$ cat src/rtl/mul_pkg.sv
// Shared types and constants for the shift-add multiplier control slice.
package mul_pkg;

  localparam int unsigned MUL_WIDTH      = 32;
  localparam int unsigned PROD_WIDTH     = 64;
  localparam int unsigned LAT_FUSED      = 34;
  localparam int unsigned LAT_SPLIT_BASE = 66;

  typedef enum logic [2:0] {
    IDLE,
    LOAD,
    TEST,
    ADD,
    SHIFT,
    DONE
  } state_t;

  typedef struct packed {
    logic [MUL_WIDTH-1:0] mcand;
    logic [MUL_WIDTH-1:0] mplier;
  } mul_req_t;

  typedef struct packed {
    logic add;
    logic shr;
    logic incr;
  } dp_strobe_t;

endpackage

$ cat src/rtl/mul_sequencer.sv
// Request/response handshake and strobe sequencing for the 32x32 shift-add datapath.
module mul_sequencer
  import mul_pkg::*;
#(
  parameter bit FUSED_STEP = 1'b1
) (
  input  logic                  clk,
  input  logic                  rst,
  input  logic                  req_valid,
  output logic                  req_ready,
  input  logic [MUL_WIDTH-1:0]  req_mcand,
  input  logic [MUL_WIDTH-1:0]  req_mplier,
  output logic                  resp_valid,
  input  logic                  resp_ready,
  output logic [PROD_WIDTH-1:0] resp_product,
  output logic                  busy,
  output logic                  dp_load,
  output logic                  dp_add,
  output logic                  dp_shr,
  output logic                  dp_incr,
  output logic [MUL_WIDTH-1:0]  dp_mcand,
  output logic [MUL_WIDTH-1:0]  dp_mplier,
  input  logic                  dp_write,
  input  logic                  dp_less32,
  input  logic [PROD_WIDTH-1:0] dp_result
);

  state_t                  state_q, state_d;
  mul_req_t                opnd_q;
  logic [PROD_WIDTH-1:0]   product_q;
  logic                    req_ready_q, busy_q, resp_valid_q, dp_load_q;
  logic                    accept, finish;
  dp_strobe_t              strobe_c;

  // Datapath strobes depend only on state and datapath status.
  function automatic dp_strobe_t decode_strobes(state_t st, logic write, logic less32);
    dp_strobe_t s;
    s = '0;
    case (st)
      TEST: begin
        if (FUSED_STEP && less32) begin
          s.add  = write;
          s.shr  = 1'b1;
          s.incr = 1'b1;
        end
      end
      ADD:   s.add = 1'b1;
      SHIFT: begin
        s.shr  = 1'b1;
        s.incr = 1'b1;
      end
      default: s = '0;
    endcase
    return s;
  endfunction

  assign accept   = (state_q == IDLE) && req_valid && req_ready_q;
  assign finish   = (state_q == TEST) && !dp_less32;
  assign strobe_c = decode_strobes(state_q, dp_write, dp_less32);

  always_ff @(posedge clk or posedge rst) begin
    if (rst) state_q <= IDLE;
    else     state_q <= state_d;
  end

  always_comb begin
    state_d = state_q;
    case (state_q)
      IDLE:  if (accept) state_d = LOAD;
      LOAD:  state_d = TEST;
      TEST: begin
        if (!dp_less32)       state_d = DONE;
        else if (!FUSED_STEP) state_d = dp_write ? ADD : SHIFT;
      end
      ADD:   state_d = SHIFT;
      SHIFT: state_d = TEST;
      DONE:  if (resp_ready) state_d = IDLE;
      default: state_d = IDLE;
    endcase
  end

  // Handshake flags and dp_load are decoded from next state so they are glitch-free flops.
  always_ff @(posedge clk or posedge rst) begin
    if (rst) begin
      req_ready_q  <= 1'b1;
      busy_q       <= 1'b0;
      resp_valid_q <= 1'b0;
      dp_load_q    <= 1'b1;
      opnd_q       <= '0;
      product_q    <= '0;
    end else begin
      req_ready_q  <= (state_d == IDLE);
      busy_q       <= (state_d != IDLE);
      resp_valid_q <= (state_d == DONE);
      dp_load_q    <= (state_d == LOAD);
      if (accept) opnd_q <= mul_req_t'{mcand: req_mcand, mplier: req_mplier};
      if (finish) product_q <= dp_result;
    end
  end

  assign req_ready    = req_ready_q;
  assign busy         = busy_q;
  assign resp_valid   = resp_valid_q;
  assign resp_product = product_q;
  assign dp_load      = dp_load_q;
  assign dp_mcand     = opnd_q.mcand;
  assign dp_mplier    = opnd_q.mplier;
  assign dp_add       = strobe_c.add;
  assign dp_shr       = strobe_c.shr;
  assign dp_incr      = strobe_c.incr;

endmodule

$ cat config.mk
export PLATFORM = sky130hd
export DESIGN_NAME = mul_sequencer
export DESIGN_NICKNAME = d
export VERILOG_FILES = /design/src/rtl/mul_pkg.sv /design/src/rtl/mul_sequencer.sv
export SDC_FILE = /design/constraint.sdc
export NUM_CORES = 1
export LEC_CHECK = 0
export BUFFER_PORTS_ARGS = -buffer_cell sky130_fd_sc_hd__buf_2
export CORE_ASPECT_RATIO = 0.7
export CORE_MARGIN = 4
export CORE_UTILIZATION = 49
export DETAILED_ROUTE_END_ITERATION = 7
export HOLD_SLACK_MARGIN = 0.06
export PLACE_DENSITY_LB_ADDON = 0.1
export REMOVE_ABC_BUFFERS = 1
export SYNTH_ARGS = -nofsm -noshare
export SYNTH_HDL_FRONTEND = slang
export SYNTH_SLANG_ARGS = --single-unit
$ cat constraint.sdc
create_clock -name clk -period 13.6 [get_ports clk]
set_input_delay 3.4 -clock clk [delete_from_list [all_inputs] [get_ports clk]]
set_output_delay 3.4 -clock clk [all_outputs]
set_load 0.005 [all_outputs]
==> summary.md, run 1 <==
| Metric | Value |
|---|---|
| DRC Markers | 0 |
| Mapped Avg Cell Area | roughly 18 µm² |
| # Post-CTS Setup Buffers | 0 |
| Final setup margin | 6020 ps |
| Multi-input logic area | ~1800 µm² |
| Switching Fraction | 0.291 |
| Num ports | 269 |
| Full die area | 12,800 µm² |
| DP Worst Slack | 6020 ps |
| Final instance area | approximately 7300 µm² |
| CTS clk-pin slew, worst paths | around 60 ps |
| Asr flop ratio synth | 1.00 |
| Sum Neg Setup Slack | 0 ps |
| Layout area overhead | 35.4% |
| GRT Total Usage | 0.195 |
| Crit path cell chain | buf_2 -> inv_1 -> or2_2 -> a21oi_1 -> buf_2 |
| Hold Path Class | flip-flop to flip-flop |
| Setup CP Type | input pin to output port |
| Post-Syn Instances | around 300 |
| Routed wire length | ~13 mm |
| Starting density of the core | 0.513 |
| Routed WL per cell | 17.0 µm |
| Top FF cell, synth | dfrtp_1 |
| Clock Sinks | between 100 and 150 |
| Most common library cells after synthesis | dfrtp_1, mux2_2, mux2_4 |
| Status | complete, no violations |
| Comb pwr share | 0.355 |
| Power Total | ~1.8 mW |
| GRT busiest layer | met2 |
| Clock Skews | approximately 6.1 ps |
| Clock Root Buffer | clkbuf_16 |
| CTS buffer count | 17 |
| HP Start | resp_product[23] |
| Register area | roughly 3400 µm² |
| Slew margin rel. | 0.288 |
| Area leader, netlist | dfrtp_1 |
| GPL Wtd Cong | approximately 0.77 |
| Crit path required time | just over 10,000 ps |
| Final core occ | 0.694 |
| CP Data Arrival Time | 4180 ps |
| Synth Warn # | 0 |
| Top post-synthesis cells by area | dfrtp_1, mux2_4, mux2_2 |
| CTS resizes | 0 |
| Pin slew with the least headroom to its limit | 1070 ps |
| RR Endpoint | dp_mcand[28] |
| Chip Height | 95.9 µm |
| Sw power | between 500 and 600 µW |
| Reg2Reg Setup Slack | 11,250 ps |
| Die span in x | approximately 130 µm |
| Worst path slowest cell | or2_2 |
| CP Capture Type | output port |
| Final HPWL DP | approximately 9.3 mm |
| M3 GR Usage | 0.0815 |
| Final hold violations | 0 |
| Fillers | 782 |
| CTS tree | built |
| Pin count of the biggest net entering global routing | 88 |
| Register area share after synthesis | 0.625 |
| Pre-antenna DRT Iters | 4 |
| Min cycle time layout | ~7600 ps |
| Antenna Cells | 0 |
| Pwr dens | between 200 and 250 nW/µm² |
| Vias | 3,498 |
| Static Leak | roughly 3.7 nW |
| Final Non-Filler Cells | 739 |
| Post-synthesis cell area | ~5400 µm² |
| Met2 usage in global routing | 0.324 |
| Setup Viol. Count Final | 0 |
| Worst skew pair latency | around 400 ps |
| CP Launch Type | input pin |
| CTS Buffer Depth | 2 |
| Post-synth EDFFs | 0 |
| Hold_buf cts | 0 |
| IO buf count | ~270 |
| Int Pwr | about 1.3 mW |
| First-pass GRT wire length | approximately 19 mm |
| Share of layout cells above drive strength 1 | 0.707 |
| Row count | 31 |
| Initial antenna violation count | 0 |
| Hold Path Cell Cnt | 1 |
| H-tree depth | 4 |
| DRT iter0 DRCs | around 100 |
| Floorplan core area | 10,600 µm² |
| RSZ-0062 raised after global routing | no |
| Vias per cell | ~4.7 |
| Vias in the first global route | approximately 3,600 |
| Unique masters post-synth | 26 |
| Worst Setup SP | dp_less32 |
| Placed Instance Area | roughly 6700 µm² |
| VDD IR-drop max | between 0.1 and 0.15 mV |
| Final worst path period share | 0.557 |
| Top-count cell post-synth | dfrtp_1 |
| GR Layer Usage met1 | 0.230 |
| FF-to-FF Start | state_q[2] |
| R2R depth | 5 |
| Worst hold margin | between 400 and 500 ps |
| Synth Register Bits | around 140 |
| Congestion Overflow GR | 0 |
| Synth top area share | 0.615 |
| Post-DRT Antenna Nets | 0 |
| Max-slew violations | 0 |
| CP Max Fanout | 3 |
| Final net count | between 700 and 800 |
| Dpl cells | approximately 710 |
| Share of total power in the clock network | 0.249 |
| CP dominant cell by count | buf_2 |
| Max_cap viols | 0 |
| Hold Path Sink | resp_product[23] |
| Crit-path max cell delay | 290 ps |
| Flop pwr share | 0.396 |
| Fmax | between 100 and 150 MHz |
==> kinds of logic after synthesis <==
group,share of synthesized area
muxes,0.300
DFF,0.625
AOI/OAI and AO/OA,0.00925
and+or+nand+nor,0.0167
buffers and inverters,0.0470
xor gates and xnor gates,0.00162
==> cell type report <==
class	instances	area share
inverters	4	0.00290
clock buffers	19	0.0605
repair buffers	272	0.187
flip-flops and latches	135	0.462
well taps	148	0.0253
clock inverters	13	0.0202
multi-input cells	148	0.242
==> layer usage <==
layer / routed length (µm) / up-vias
met5: 0 / -
met4: 273 / 0
met3: 1220 / 21
met2: 6160 / 164
met1: 4950 / 1700
li1: - / 1613
==> critical path: cells and delay by family <==
family          cells  cell delay (ps)
compound gates      1              160
buf+inv             3              320
simple gates        1              290
==> state kept, by name (all words and copies together), names as in the netlist <==
signal and cells:
busy 1, dp_load 1, dp_mcand 32, dp_mplier 32, req_ready 1, resp_product 64
resp_valid 1, state_q 3
==> cell usage in the layout, fill, tap and decap left out, types with 3 or more instances in the layout <==
cell type,count
buf_4,4
mux2_2,58
a21oi_1,3
clkinv_4,3
clkinvlp_4,4
dfrtp_1,133
inv_6,4
clkbuf_16,17
buf_2,268
mux2_4,49
mux2_1,21
==> how the worst max path moves through the flow <==
| stage | endpoint | slack (ps) | depth (start not counted) |
|---|---|---|---|
| floorplan | dp_incr | 6280 | 3 |
| global placement | dp_incr | 6050 | 5 |
| detailed placement | dp_shr | 6020 | 5 |
| CTS | dp_shr | 6010 | 5 |
| global route | dp_incr | 5950 | 5 |
| finish | dp_incr | 6020 | 5 |
==> power by group through the flow <==
stage	Clock, mW	Combinational (mW)	Sequential, mW
4_1_cts	0.462	0.656	0.719
5_1_grt	0.482	0.697	0.746
2_1_floorplan	0	0.341	0.737
3_3_place_gp	0	0.643	0.712
3_5_place_dp	0	0.655	0.720
6_report	0.451	0.642	0.718
No activity file was read; power rests on OpenSTA's default activity.
==> run 2: changes to the inputs <==
--- a/config.mk
+++ b/config.mk
@@ -8,7 +8,7 @@
 export BUFFER_PORTS_ARGS = -buffer_cell sky130_fd_sc_hd__buf_2
 export CORE_ASPECT_RATIO = 0.7
 export CORE_MARGIN = 4
-export CORE_UTILIZATION = 49
+export CORE_UTILIZATION = 46
 export DETAILED_ROUTE_END_ITERATION = 7
 export HOLD_SLACK_MARGIN = 0.06
 export PLACE_DENSITY_LB_ADDON = 0.1
==> constraint.sdc (replaced) <==
create_clock -name clk -period 7.2 [get_ports clk]
set_input_delay 1.8 -clock clk [delete_from_list [all_inputs] [get_ports clk]]
set_output_delay 1.8 -clock clk [all_outputs]
set_load 0.005 [all_outputs]
==> summary.md, run 2 (same netlist as run 1, synthesis figures left out) <==
| Metric | Value |
|---|---|
| Full die area | 13,600 µm² (was 12,800 µm²) |
| Flop pwr share | 0.404 (was 0.396) |
| Final worst path period share | 0.607 |
| Switching Fraction | 0.296 (was 0.291) |
| CTS clk-pin slew, worst paths | 60 ps (about the same) |
| Chip Height | 98.7 µm (was 95.9 µm) |
| Most frequent cells in the layout | buf_2, dfrtp_1, mux2_2, mux2_4, mux2_1 (unchanged) |
| Hold Path Cell Cnt | 1 (unchanged) |
| Row count | 32 (was 31) |
| Int Pwr | 2.36 mW (was 1.28 mW) |
| Comb pwr share | 0.360 (was 0.355) |
| Vias | 3,532 (was 3,498) |
| Congestion Overflow GR | 0 (unchanged) |
| Max-slew violations | 0 (unchanged) |
| Status | complete, no violations (unchanged) |
| DRT iter0 DRCs | 116 (was 103) |
| R2R depth | 3 (was 5) |
| Fmax | about 230 MHz |
| Sum Neg Setup Slack | 0 ps (unchanged) |
| Pre-antenna DRT Iters | 4 (unchanged) |
| Crit path required time | 5400 ps (was 10,200 ps) |
| CTS buffer count | 17 (unchanged) |
| Routed WL per cell | 16.8 µm (was 17.0 µm) |
| CP Data Arrival Time | 2570 ps (was 4180 ps) |
| Min cycle time layout | 4370 ps |
| Starting density of the core | 0.481 (was 0.513) |
| Setup Viol. Count Final | 0 (unchanged) |
| CP Capture Type | output port (unchanged) |
| Layout area overhead | 34.6% (was 35.4%) |
| Clock Skews | 9.57 ps (was 6.14 ps) |
| Share of layout cells above drive strength 1 | 0.707 (about the same) |
| Hold_buf cts | 0 (unchanged) |
| Pin count of the biggest net entering global routing | 79 (was 88) |
| Hold Path Class | flip-flop to flip-flop (unchanged) |
| GPL Wtd Cong | 0.741 (was 0.768) |
| Routed wire length | 12.5 mm (was 12.6 mm) |
| Max_cap viols | 0 (unchanged) |
| Reg2Reg Setup Slack | 4600 ps (was 11,250 ps) |
| Clock Sinks | 135 (unchanged) |
| Pwr dens | 461 nW/µm² (was 247 nW/µm²) |
| VDD IR-drop max | 0.213 mV (was 0.144 mV) |
| Floorplan core area | 11,300 µm² (was 10,600 µm²) |
| First-pass GRT wire length | 19.1 mm (was 19.2 mm) |
| Setup CP Type | input pin to output port (unchanged) |
| Final HPWL DP | 9.02 mm (was 9.32 mm) |
| Final hold violations | 0 (unchanged) |
| Sw power | 994 µW (was 528 µW) |
| Final core occ | 0.647 (was 0.694) |
| RSZ-0062 raised after global routing | no (unchanged) |
| Clock Root Buffer | clkbuf_16 (unchanged) |
| Initial antenna violation count | 0 (unchanged) |
| CP Max Fanout | 3 (unchanged) |
| Pin slew with the least headroom to its limit | 1100 ps (was 1070 ps) |
| Static Leak | 3.67 nW (was 3.71 nW) |
| Num ports | 269 (unchanged) |
| Number of flip-flops under the largest register name | 64 (unchanged) |
| HP Start | resp_product[42] (was resp_product[23]) |
| Final net count | 711 (was 712) |
| Slew margin rel. | 0.268 (was 0.288) |
| Worst skew pair latency | 400 ps (was 410 ps) |
| Commonest non-fill, non-tap cell in the layout | buf_2 (unchanged) |
| Post-DRT Antenna Nets | 0 (unchanged) |
| CTS resizes | 0 (unchanged) |
| GRT Total Usage | 0.182 (was 0.195) |
| Die span in x | 138 µm (was 134 µm) |
| CTS tree | built (unchanged) |
| RR Endpoint | resp_product[26] (was dp_mcand[28]) |
| Vias per cell | 4.75 (was 4.73) |
| IO buf count | 268 (unchanged) |
| Vias in the first global route | 3,676 (was 3,627) |
| Fillers | 911 (was 782) |
| Hold Path Sink | resp_product[42] (was resp_product[23]) |
| FF-to-FF Start | state_q[2] (unchanged) |
| CTS Buffer Depth | 2 (unchanged) |
| H-tree depth | 4 (unchanged) |
| Share of total power in the clock network | 0.237 (was 0.249) |
| DRC Markers | 0 (unchanged) |
| CP Launch Type | input pin (unchanged) |
| Antenna Cells | 0 (unchanged) |
| # Post-CTS Setup Buffers | 0 (unchanged) |
-- run 2: changes by cell type in the layout (fill, tap and decap cells not counted) --
| cell | delta |
|---|---|
| buf_4 | -1 |
| bufinv_16 | -2 |
| clkbuf_8 | +1 |
| clkinv_2 | -1 |
| clkinv_4 | -1 |
| clkinvlp_4 | +3 |
| inv_4 | +1 |
| inv_6 | -1 |
-- run 2: final cells by class --
cell class              count  area, µm²  share of cell area
flip-flops and latches    135       3380               0.464
multi-input cells         148       1770               0.244
repair buffers            271       1360               0.187
clock buffers              20        457              0.0627
well taps                 153        191              0.0263
clock inverters            12       96.3              0.0132
inverters                   4       18.8             0.00258
-- run 2: how the worst max path moves through the flow --
stage | slack (ps) | depth (start not counted) | to | start
floorplan | 1790 | 1 | busy | rst
global placement | 2850 | 5 | dp_shr | dp_less32
detailed placement | 2820 | 5 | dp_incr | dp_less32
CTS | 2820 | 5 | dp_incr | dp_less32
global route | 2770 | 5 | dp_shr | dp_less32
finish | 2830 | 5 | dp_incr | dp_less32
-- run 2: power groups by stage --
stage / Combinational [mW] / Sequential (mW) / Clock, mW
finish: 1.21 / 1.35 / 0.795
global route: 1.31 / 1.41 / 0.853
CTS: 1.23 / 1.36 / 0.816
detailed placement: 1.23 / 1.36 / 0
global placement: 1.21 / 1.35 / 0
floorplan: 0.644 / 1.39 / 0
-- run 2: metrics by stage --
stage | power, mW | area (µm²) | std cells | hold slack, ps | worst slack, ps
2_1_floorplan | 2.04 | 5170 | 287 | 483 | 1790
3_3_place_gp | 2.56 | 6730 | 711 | 462 | 2850
3_5_place_dp | 2.59 | 6730 | 711 | 470 | 2820
4_1_cts | 3.41 | 7280 | 743 | 483 | 2820
5_1_grt | 3.57 | 7280 | 743 | 496 | 2770
6_report | 3.36 | 7280 | 743 | 479 | 2830
-- run 2: metal layers --
metal,up-vias,global-route usage,wire (µm)
met1,1733,0.218,4890
met4,0,0.0514,114
met3,11,0.0827,1470
met5,-,0,0
met2,168,0.297,6020
li1,1620,-,-
-- run 2: critical path: stages --
cell and delay, ps:
buf_2 130, inv_1 60, or2_2 280, a21oi_1 160, buf_2 140
==> run 3: changes to the inputs <==
--- a/config.mk
+++ b/config.mk
@@ -5,10 +5,11 @@
 export SDC_FILE = /design/constraint.sdc
 export NUM_CORES = 1
 export LEC_CHECK = 0
+export ABC_AREA = 1
 export BUFFER_PORTS_ARGS = -buffer_cell sky130_fd_sc_hd__buf_2
 export CORE_ASPECT_RATIO = 0.7
 export CORE_MARGIN = 4
-export CORE_UTILIZATION = 46
+export CORE_UTILIZATION = 41
 export DETAILED_ROUTE_END_ITERATION = 7
 export HOLD_SLACK_MARGIN = 0.06
 export PLACE_DENSITY_LB_ADDON = 0.1
==> constraint.sdc (replaced) <==
create_clock -name clk -period 3.6 [get_ports clk]
set_input_delay 0.9 -clock clk [delete_from_list [all_inputs] [get_ports clk]]
set_output_delay 0.9 -clock clk [all_outputs]
set_load 0.005 [all_outputs]
==> summary.md, run 3 <==
| Metric | Value |
|---|---|
| Unique masters post-synth | 16 (was 26) |
| Pin slew with the least headroom to its limit | 1050 ps (was 1100 ps) |
| Status | complete, no violations (unchanged) |
| Worst hold margin | 464 ps (was 479 ps) |
| Dpl cells | 986 (was 711) |
| CTS Buffer Depth | 2 (unchanged) |
| Buf+Inv Stages, Crit Path | 2 (was 3) |
| Top post-synthesis cells by area | dfrtp_1, nand2_1, buf_6 (was dfrtp_1, mux2_4, mux2_2) |
| Post-synthesis cell area | 5240 µm² (was 5410 µm²) |
| Flop pwr share | 0.396 (was 0.404) |
| DRT iter0 DRCs | 203 (was 116) |
| Post-DRT Antenna Nets | 0 (unchanged) |
| Area leader, netlist | dfrtp_1 (unchanged) |
| Clock Skews | 9.09 ps (was 9.57 ps) |
| Crit path cell chain | buf_2 -> nand4_1 -> nand2_1 -> buf_2 (was buf_2 -> inv_1 -> or2_2 -> a21oi_1 -> buf_2) |
| HP Start | resp_product[42] (unchanged) |
| Vias | 4,524 (was 3,532) |
| Final hold violations | 0 (unchanged) |
| Final net count | 977 (was 711) |
| Chip Height | 103 µm (was 98.7 µm) |
| Vias per cell | 4.45 (was 4.75) |
| DP Worst Slack | 1330 ps (was 2820 ps) |
| Layout area overhead | 37.8% (was 34.6%) |
| Sw power | 2.11 mW (was 994 µW) |
| Max_cap viols | 0 (unchanged) |
| Pin count of the biggest net entering global routing | 101 (was 79) |
| Sum Neg Setup Slack | 0 ps (unchanged) |
| Power Total | 6.50 mW (was 3.36 mW) |
| Most frequent cells in the layout | nand2_1, buf_2, dfrtp_1, clkbuf_16 (was buf_2, dfrtp_1, mux2_2, mux2_4, mux2_1) |
| CP dominant cell by count | buf_2 (unchanged) |
| CTS buffer count | 17 (unchanged) |
| Setup Viol. Count Final | 0 (unchanged) |
| Post-Syn Instances | 580 (was 305) |
| Worst skew pair latency | 400 ps (about the same) |
| Vias in the first global route | 4,292 (was 3,676) |
| Max-slew violations | 0 (unchanged) |
| Min cycle time layout | roughly 2300 ps |
| CTS tree | built (unchanged) |
| Top-count cell post-synth | nand2_1 (was dfrtp_1) |
| Adder-Cell Fraction of Synth Area | 0 (unchanged) |
| Reg2Reg Setup Slack | 1750 ps (was 4600 ps) |
| Hold_buf cts | 0 (unchanged) |
| CTS clk-pin slew, worst paths | 60 ps (about the same) |
| Final HPWL DP | 9.69 mm (was 9.02 mm) |
| Commonest non-fill, non-tap cell in the layout | nand2_1 (was buf_2) |
| RR Endpoint | dp_mcand[22] (was resp_product[26]) |
| Share of layout cells above drive strength 1 | 0.364 (was 0.707) |
| Clock Sinks | 135 (unchanged) |
| Crit path required time | 2700 ps (was 5400 ps) |
| Post-synth EDFFs | 0 (unchanged) |
| Final worst path period share | 0.637 |
| RSZ-0062 raised after global routing | no (unchanged) |
| Worst path top cell family by delay | buffers and inverters (unchanged) |
| Fmax | 436 MHz |
| Share of total power in the clock network | 0.297 (was 0.237) |
| Num ports | 269 (unchanged) |
| Int Pwr | 4.39 mW (was 2.36 mW) |
| Top FF cell, synth | dfrtp_1 (unchanged) |
| Mapped Avg Cell Area | 9.03 µm² (was 17.7 µm²) |
| Number of flip-flops under the largest register name | 64 (unchanged) |
| Hold Path Cell Cnt | 2 (was 1) |
| Routed WL per cell | 13.5 µm (was 16.8 µm) |
| Fillers | 1,129 (was 911) |
| VDD IR-drop max | 0.429 mV (was 0.213 mV) |
| # Post-CTS Setup Buffers | 0 (unchanged) |
| Final instance area | 7220 µm² (was 7280 µm²) |
| Final setup margin | 1310 ps (was 2830 ps) |
| Synth Register Bits | 135 (unchanged) |
| DRC Markers | 0 (unchanged) |
| Full die area | 14,700 µm² (was 13,600 µm²) |
| GRT Total Usage | 0.184 (was 0.182) |
| Die span in x | 143 µm (was 138 µm) |
| Pre-antenna DRT Iters | 4 (unchanged) |
| Routed wire length | 13.7 mm (was 12.5 mm) |
| Hold Path Class | flip-flop to flip-flop (unchanged) |
| Setup CP Type | input pin to output port (unchanged) |
| Congestion Overflow GR | 0 (unchanged) |
| Synth Area in Compound Gates | 0.00239 (was 0.00925) |
| CP Data Arrival Time | 1390 ps (was 2570 ps) |
| Pwr dens | 901 nW/µm² (was 461 nW/µm²) |
| Worst path slowest cell | buf_2 (was or2_2) |
| Static Leak | 4.34 nW (was 3.67 nW) |
| First-pass GRT wire length | 21.3 mm (was 19.1 mm) |
| Row count | 34 (was 32) |
| Initial antenna violation count | 0 (unchanged) |
| Crit-path max cell delay | 140 ps (was 280 ps) |
| H-tree depth | 4 (unchanged) |
| Final core occ | 0.579 (was 0.647) |
| Most common library cells after synthesis | nand2_1, dfrtp_1, buf_6 (was dfrtp_1, mux2_2, mux2_4) |
| Comb pwr share | 0.307 (was 0.360) |
| Antenna Cells | 0 (unchanged) |
| Starting density of the core | 0.420 (was 0.481) |
| CP Capture Type | output port (unchanged) |
| Synth top area share | 0.635 (was 0.615) |
| CP Max Fanout | 4 (was 3) |
| FF-to-FF Start | state_q[0] (was state_q[2]) |
| Final Non-Filler Cells | 1,017 (was 743) |
| CTS resizes | 0 (unchanged) |
| CP Launch Type | input pin (unchanged) |
| Placed Instance Area | 6560 µm² (was 6730 µm²) |
| R2R depth | 5 (was 3) |
| Asr flop ratio synth | 1.00 (unchanged) |
| IO buf count | 268 (unchanged) |
| Switching Fraction | 0.325 (was 0.296) |
| GPL Wtd Cong | 0.836 (was 0.741) |
| Synth Warn # | 0 (unchanged) |
| Clock Root Buffer | clkbuf_16 (unchanged) |
| Mux cell area share after synthesis | 0 (was 0.300) |
| Post-synthesis xor/xnor area fraction | 0 (was 0.00162) |
| Post-Synth Simple-Gate Area | 0.295 (was 0.0167) |
| Largest family of logic cells by synthesized area | simple AND/OR/NAND/NOR gates (was multiplexers) |
| Worst Setup SP | dp_less32 (unchanged) |
| Slew margin rel. | 0.303 (was 0.268) |
| Register area share after synthesis | 0.645 (was 0.625) |
| Hold Path Sink | resp_product[42] (unchanged) |
| Floorplan core area | 12,500 µm² (was 11,300 µm²) |
[run 3: changes by cell type after synthesis, moves of 5 or more]
cell,delta
buf_4,+5
nand3_1,+5
nand2_1,+388
mux2_2,-58
buf_12,-6
mux2_4,-49
mux2_1,-21
buf_6,+9
[run 3: logic make-up (layout without fill, tap and decap cells)]
logic type | after synthesis | after routing
simple gates | 406 | 406
flops | 135 | 135
buf+inv | 37 | 312
compound gates | 2 | 2
[run 3: worst max-delay path by stage]
stage	endpoint	cells after the start
CTS	dp_add	4
finish	dp_shr	4
detailed placement	dp_add	4
floorplan	busy	1
global route	dp_add	4
global placement	dp_add	4
[run 3: worst min-delay path, stage by stage, from the launching register on]
cell     delay [ps]
dfrtp_1         330
nand2_1          50
nand2_1          50
[run 3: metal layers]
layer  part of all wire  vias up  global-route usage
met2               0.47      169               0.287
met3              0.081       20              0.0580
met1               0.43     2067               0.244
li1                   -     2268                   -
met5                  0        -                   0
met4              0.021        0              0.0679
[run 3: power groups by stage]
| stage | registers (mW) | clock network [mW] | logic [mW] |
|---|---|---|---|
| 3_3_place_gp | 2.58 | 0 | 1.99 |
| 5_1_grt | 2.66 | 2.04 | 2.29 |
| 4_1_cts | 2.58 | 1.96 | 2.04 |
| 2_1_floorplan | 2.65 | 0 | 0.896 |
| 3_5_place_dp | 2.58 | 0 | 2.05 |
| 6_report | 2.58 | 1.93 | 2.00 |
[run 3: area by class of cell]
class / instances / area, µm² / area share
Clock buffer: 19 / 433 / 0.0600
Clock inverter: 12 / 226 / 0.0314
Inverter: 8 / 35.0 / 0.00485
Multi-Input combinational cell: 408 / 1560 / 0.216
Sequential cell: 135 / 3380 / 0.468
Tap cell: 162 / 203 / 0.0281
Timing Repair Buffer: 273 / 1380 / 0.191
